File: config.mk
export PLATFORM = sky130hd
export DESIGN_NAME = instruction_cache_flat
export DESIGN_NICKNAME = d
export VERILOG_FILES = /design/src/rtl/instruction_cache_if.sv /design/src/rtl/instruction_cache.sv /design/src/flat_wrapper.sv
export SDC_FILE = /design/constraint.sdc
export NUM_CORES = 1
export LEC_CHECK = 0
export ABC_AREA = 0
export ABC_CLOCK_PERIOD_IN_PS = 14500
export CAP_MARGIN = 20
export CELL_PAD_IN_SITES_DETAIL_PLACEMENT = 1
export CELL_PAD_IN_SITES_GLOBAL_PLACEMENT = 2
export CORE_UTILIZATION = 50
export CTS_BUF_LIST = sky130_fd_sc_hd__clkbuf_4 sky130_fd_sc_hd__clkbuf_8
export DETAILED_ROUTE_END_ITERATION = 10
export GPL_TIMING_DRIVEN = 0
export PLACE_DENSITY = 0.84
export SLEW_MARGIN = 20
export SYNTH_ARGS = -nofsm -noshare
export SYNTH_HDL_FRONTEND = slang
export SYNTH_SLANG_ARGS = --single-unit
export TNS_END_PERCENT = 20
File: constraint.sdc
create_clock -name CLK -period 14.5 [get_ports CLK]
set_input_delay 2.9 -clock CLK [delete_from_list [all_inputs] [get_ports CLK]]
set_output_delay 2.9 -clock CLK [all_outputs]
set_load 0.02 [all_outputs]
File: src/rtl/instruction_cache_if.sv
// Fetch-side and memory-side signals of the instruction cache, grouped so the
// cache and its environment share one bundle.
interface instruction_cache_if;
  logic [31:0]  ADDRESS;
  logic [31:0]  INSTRUCTION;
  logic         BUSYWAIT;
  logic         MEM_READ;
  logic [27:0]  MEM_ADDRESS;
  logic [127:0] MEM_READDATA;
  logic         MEM_BUSYWAIT;

  modport slave (
    input  ADDRESS, MEM_READDATA, MEM_BUSYWAIT,
    output INSTRUCTION, BUSYWAIT, MEM_READ, MEM_ADDRESS
  );

  modport master (
    output ADDRESS, MEM_READDATA, MEM_BUSYWAIT,
    input  INSTRUCTION, BUSYWAIT, MEM_READ, MEM_ADDRESS
  );
endinterface

File: src/rtl/instruction_cache.sv
// Direct-mapped read-only instruction cache: combinational hit path, whole
// 128-bit block refill from instruction memory on a miss.
//
// state | meaning
// IDLE  | lookups served; a miss latches the block address and starts a refill
// FETCH | MEM_READ held until memory drops MEM_BUSYWAIT, then the line is written
module instruction_cache #(
  parameter int INDEX_BITS = 3
) (
  input logic CLK,
  input logic RESET,
  instruction_cache_if.slave bus
);
  localparam int LINES = 1 << INDEX_BITS;
  localparam int TAG_W = 28 - INDEX_BITS;

  typedef enum logic {IDLE, FETCH} state_t;

  state_t state_q, state_d;

  logic [LINES-1:0] valid_q;
  logic [TAG_W-1:0] tag_q  [LINES];
  logic [127:0]     data_q [LINES];

  logic [1:0]            offset;
  logic [INDEX_BITS-1:0] index, fill_index;
  logic [TAG_W-1:0]      tag, fill_tag;
  logic                  hit, refill;
  logic                  mem_read_q, mem_read_d;
  logic [27:0]           mem_address_q, mem_address_d;
  logic                  unused_addr_bits;

  assign offset           = bus.ADDRESS[3:2];
  assign index            = bus.ADDRESS[3+INDEX_BITS:4];
  assign tag              = bus.ADDRESS[31:4+INDEX_BITS];
  assign unused_addr_bits = ^bus.ADDRESS[1:0];

  // The refill is steered by the latched block address, not the live PC.
  assign fill_index = mem_address_q[INDEX_BITS-1:0];
  assign fill_tag   = mem_address_q[27:INDEX_BITS];

  assign hit             = valid_q[index] && (tag_q[index] == tag);
  assign bus.INSTRUCTION = data_q[index][{offset, 5'd0} +: 32];
  assign bus.BUSYWAIT    = (state_q != IDLE) || !hit;
  assign bus.MEM_READ    = mem_read_q;
  assign bus.MEM_ADDRESS = mem_address_q;

  always_ff @(posedge CLK or negedge RESET) begin
    if (!RESET) begin
      state_q       <= IDLE;
      mem_read_q    <= 1'b0;
      mem_address_q <= 28'h0;
      valid_q       <= '0;
    end else begin
      state_q       <= state_d;
      mem_read_q    <= mem_read_d;
      mem_address_q <= mem_address_d;
      if (refill) valid_q[fill_index] <= 1'b1;
    end
  end

  // Tags and data need no reset; the valid bits alone qualify them.
  always_ff @(posedge CLK) begin
    if (refill) begin
      tag_q[fill_index]  <= fill_tag;
      data_q[fill_index] <= bus.MEM_READDATA;
    end
  end

  always_comb begin
    state_d       = state_q;
    mem_read_d    = mem_read_q;
    mem_address_d = mem_address_q;
    refill        = 1'b0;
    case (state_q)
      IDLE: begin
        if (!hit) begin
          state_d       = FETCH;
          mem_read_d    = 1'b1;
          mem_address_d = bus.ADDRESS[31:4];
        end
      end
      FETCH: begin
        if (!bus.MEM_BUSYWAIT) begin
          refill     = 1'b1;
          mem_read_d = 1'b0;
          state_d    = IDLE;
        end
      end
      default: state_d = IDLE;
    endcase
  end
endmodule

File: src/flat_wrapper.sv
// flat-port wrapper written by rule: the top's interface ports become plain ports
module instruction_cache_flat 
#(
  parameter int INDEX_BITS = 3
)
  (CLK, RESET, bus_ADDRESS, bus_MEM_READDATA, bus_MEM_BUSYWAIT, bus_INSTRUCTION, bus_BUSYWAIT, bus_MEM_READ, bus_MEM_ADDRESS);
  instruction_cache_if bus_i ();
  input logic CLK;
  input logic RESET;
  input wire logic [$bits(bus_i.ADDRESS)-1:0] bus_ADDRESS;
  input wire logic [$bits(bus_i.MEM_READDATA)-1:0] bus_MEM_READDATA;
  input wire logic [$bits(bus_i.MEM_BUSYWAIT)-1:0] bus_MEM_BUSYWAIT;
  output wire logic [$bits(bus_i.INSTRUCTION)-1:0] bus_INSTRUCTION;
  output wire logic [$bits(bus_i.BUSYWAIT)-1:0] bus_BUSYWAIT;
  output wire logic [$bits(bus_i.MEM_READ)-1:0] bus_MEM_READ;
  output wire logic [$bits(bus_i.MEM_ADDRESS)-1:0] bus_MEM_ADDRESS;
  assign bus_i.ADDRESS = bus_ADDRESS;
  assign bus_i.MEM_READDATA = bus_MEM_READDATA;
  assign bus_i.MEM_BUSYWAIT = bus_MEM_BUSYWAIT;
  assign bus_INSTRUCTION = bus_i.INSTRUCTION;
  assign bus_BUSYWAIT = bus_i.BUSYWAIT;
  assign bus_MEM_READ = bus_i.MEM_READ;
  assign bus_MEM_ADDRESS = bus_i.MEM_ADDRESS;
  instruction_cache #(.INDEX_BITS(INDEX_BITS)) u_core (.CLK(CLK), .RESET(RESET), .bus(bus_i));
endmodule
==> flow_summary.toml <==
[pwr]
ir_worst_vdd_v = 0.00007058
fin_total_pwr_w = 0.007820
power_density_nw_per_um2 = 135.8
cellLeakagePower_nw = 18.56

[route]
drt_iter0_drc = 2451
routedWlPerCell_um = 32.56
drc = 0
wirelength_mm = 125.3
num_vias = 23280
via_per_inst = 6.047
first_pass_iters = 5
ant_nets = 0

[sta]
finalSetupViolCount = 0
finalHoldViolCount = 0
fin_crit_sh = 0.7171
worst_pin_slew_ns = 1.107
rsz0062_at_grt = "no"
drv_slew = 0
fmax_mhz = 96.17
period_needed_ns = 10.40
fin_setup_tns_ns = 0
slew_headroom = 0.2620
skew_ns = 0.03306

[clocking]
clock_latency_ns = 0.87
cts-root-buf = "clkbuf_8"
cts_tree = "yes"
cts_buffer_depth = 3
clkTransAtPathRegs_ns = 0.06
cts.sink_count = 1262
cts_buffers = 196
post_cts_resized = 0
cts-htree-levels = 4
cts_setup_buffers = 0
ctsHoldBuffers = 0

[cells_and_area]
drive_gt1_frac = 0.3568
mostFrequentLayoutCell = "edfxtp_1"
final_nets = 2578
final_core_util = 0.6052
final_area_um2 = 57590
final_cell_mix = "edfxtp_1 (1224), mux4_2 (368), clkdlybuf4s50_1 (216), clkbuf_8 (201), clkbuf_4 (78)"
area_delta_synth_final_pct = 19.68

[yosys]
ys_types = 36
syn_area_um2 = 48120
seq_area_frac_synth = 0.7836
synth_nets = 2064
yosys_warnings = 0
syn_inst = 1901
synth_ff_type = "edfxtp_1"
synth_edf_count = 1224
async_reset_ff_frac = 0.03011
avgSynthCellArea_um2 = 25.31
ys_ff_latch = 1262

[critical_path]
crit_fanout = 10
critPathKind = "input pin to output pin"
critPathLaunchType = "input pin"
cp-end-kind = "output pin"
crit_arrival_ns = 7.50
cp.required_ns = 11.60

[grt]
overflow = 0
grt_pass1_wl_mm = 178.7
grt_pass1_vias = 25500
grt.total_usage = 0.2616
grt_max_degree = 23
antenna_found_initial = 36

[placement]
numPortBuffers = 217
dp_hpwl_mm = 83.69
place_area_um2 = 53740
place_congestion = 0.7611

[floorplan]
fp.dieH_um = 312.2
io_pins = 225
placementRows = 113
dieArea_um2 = 97480
core_area_um2 = 95150
die_w_um = 312.2
initial_core_util = 0.5057

[outcome]
status = "completed"

[min_path]
hold_path.class = "flop to flop"

[job]
drv_cap = 0
critical path, stage by stage:
cell and delay (ns):
buf_6 0.14, buf_6 0.21, buf_2 0.37, buf_4 0.35, clkbuf_1 0.73, clkbuf_1 0.84, mux4_2 0.42, mux4_2 0.54
mux2_2 0.30, clkdlybuf4s50_1 0.65
where the power goes:
| part | switching [W] | total (W) | leakage [nW] | internal [W] |
|---|---|---|---|---|
| Combinational | 0.000361 | 0.000671 | 5.02 | 0.000311 |
| Sequential | 0.0000636 | 0.00423 | 11.5 | 0.00416 |
| Clock | 0.00138 | 0.00292 | 2.04 | 0.00154 |
| Total | 0.00180 | 0.00782 | 18.6 | 0.00602 |
worst paths after layout:
path                                                from                                      to  slack [ns]  depth (start not counted)
max in group asynchronous                          RESET  u_core.bus.MEM_ADDRESS[17]$_DFFE_PN0P_       11.96                          2
min reg2reg                u_core.valid_q[7]$_DFFE_PN0P_           u_core.valid_q[7]$_DFFE_PN0P_        0.47                          1
min                        u_core.valid_q[7]$_DFFE_PN0P_           u_core.valid_q[7]$_DFFE_PN0P_        0.47                          1
max reg2reg                 u_core.tag_q[5][1]$_DFFE_PP_  u_core.bus.MEM_ADDRESS[12]$_DFFE_PN0P_       11.33                          8
max                                       bus_ADDRESS[5]                     bus_INSTRUCTION[18]        4.10                         10
min in group asynchronous                          RESET   u_core.bus.MEM_ADDRESS[9]$_DFFE_PN0P_        1.99                          1
layout make-up:
type / count / area, um^2
Sequential cell: 1262 / 37710
Fill cell: 7765 / 37560
Multi-Input combinational cell: 544 / 10010
Timing Repair Buffer: 316 / 3978
Clock buffer: 279 / 3352
Tap cell: 1265 / 1583
Buffer: 94 / 473.0
Clock inverter: 80 / 467.9
Antenna cell: 8 / 20.02
Inverter: 1 / 3.754
sequential cells by signal, summed over array words and instances, names as in the netlist:
register	cells
u_core.valid_q	8
u_core.bus.MEM_ADDRESS	28
u_core.bus.MEM_READ	1
u_core.data_q	1024
u_core.state_q	1
u_core.tag_q	200
per-layer routing:
metal,wire length (um),global-route usage,vias up
met5,282,0,-
met4,3883,0.09436,46
met3,10790,0.07571,265
met2,62760,0.4280,1129
met1,47610,0.3358,12500
li1,-,-,9331
stage by stage:
stage	cells	setup WS (ns)	hold slack [ns]
floorplan	1901	-0.09867	0.4337
global placement	3383	-12.61	0.4466
detailed placement	3482	4.054	0.4519
CTS	3841	4.064	0.4667
global route	3845	3.985	0.4814
finish	3849	4.101	0.4657
cells in the mapped netlist (all sizes together), types with 2 or more instances:
cell / instances / share of area
buf: 53 / 0.0064
clkbuf: 41 / 0.0032
nand4: 4 / 0.00052
dfrtp: 38 / 0.020
xor2: 22 / 0.0040
a22oi: 2 / 0.00031
nor2b: 4 / 0.00052
nand2: 13 / 0.0010
nand3: 2 / 0.00021
mux2i: 27 / 0.0056
nor3: 3 / 0.00055
mux2: 61 / 0.016
edfxtp: 1224 / 0.76
nor2: 8 / 0.00062
nor4: 2 / 0.00088
or2: 9 / 0.0012
mux4: 368 / 0.17
nand2b: 7 / 0.00091
cells by family after synthesis:
logic type	synth area share
compound gates	0.002106
simple gates	0.006683
mux	0.1937
buf+inv	0.009699
flops	0.7836
xor+xnor	0.004186
No activity file was read; power rests on OpenSTA's default activity.
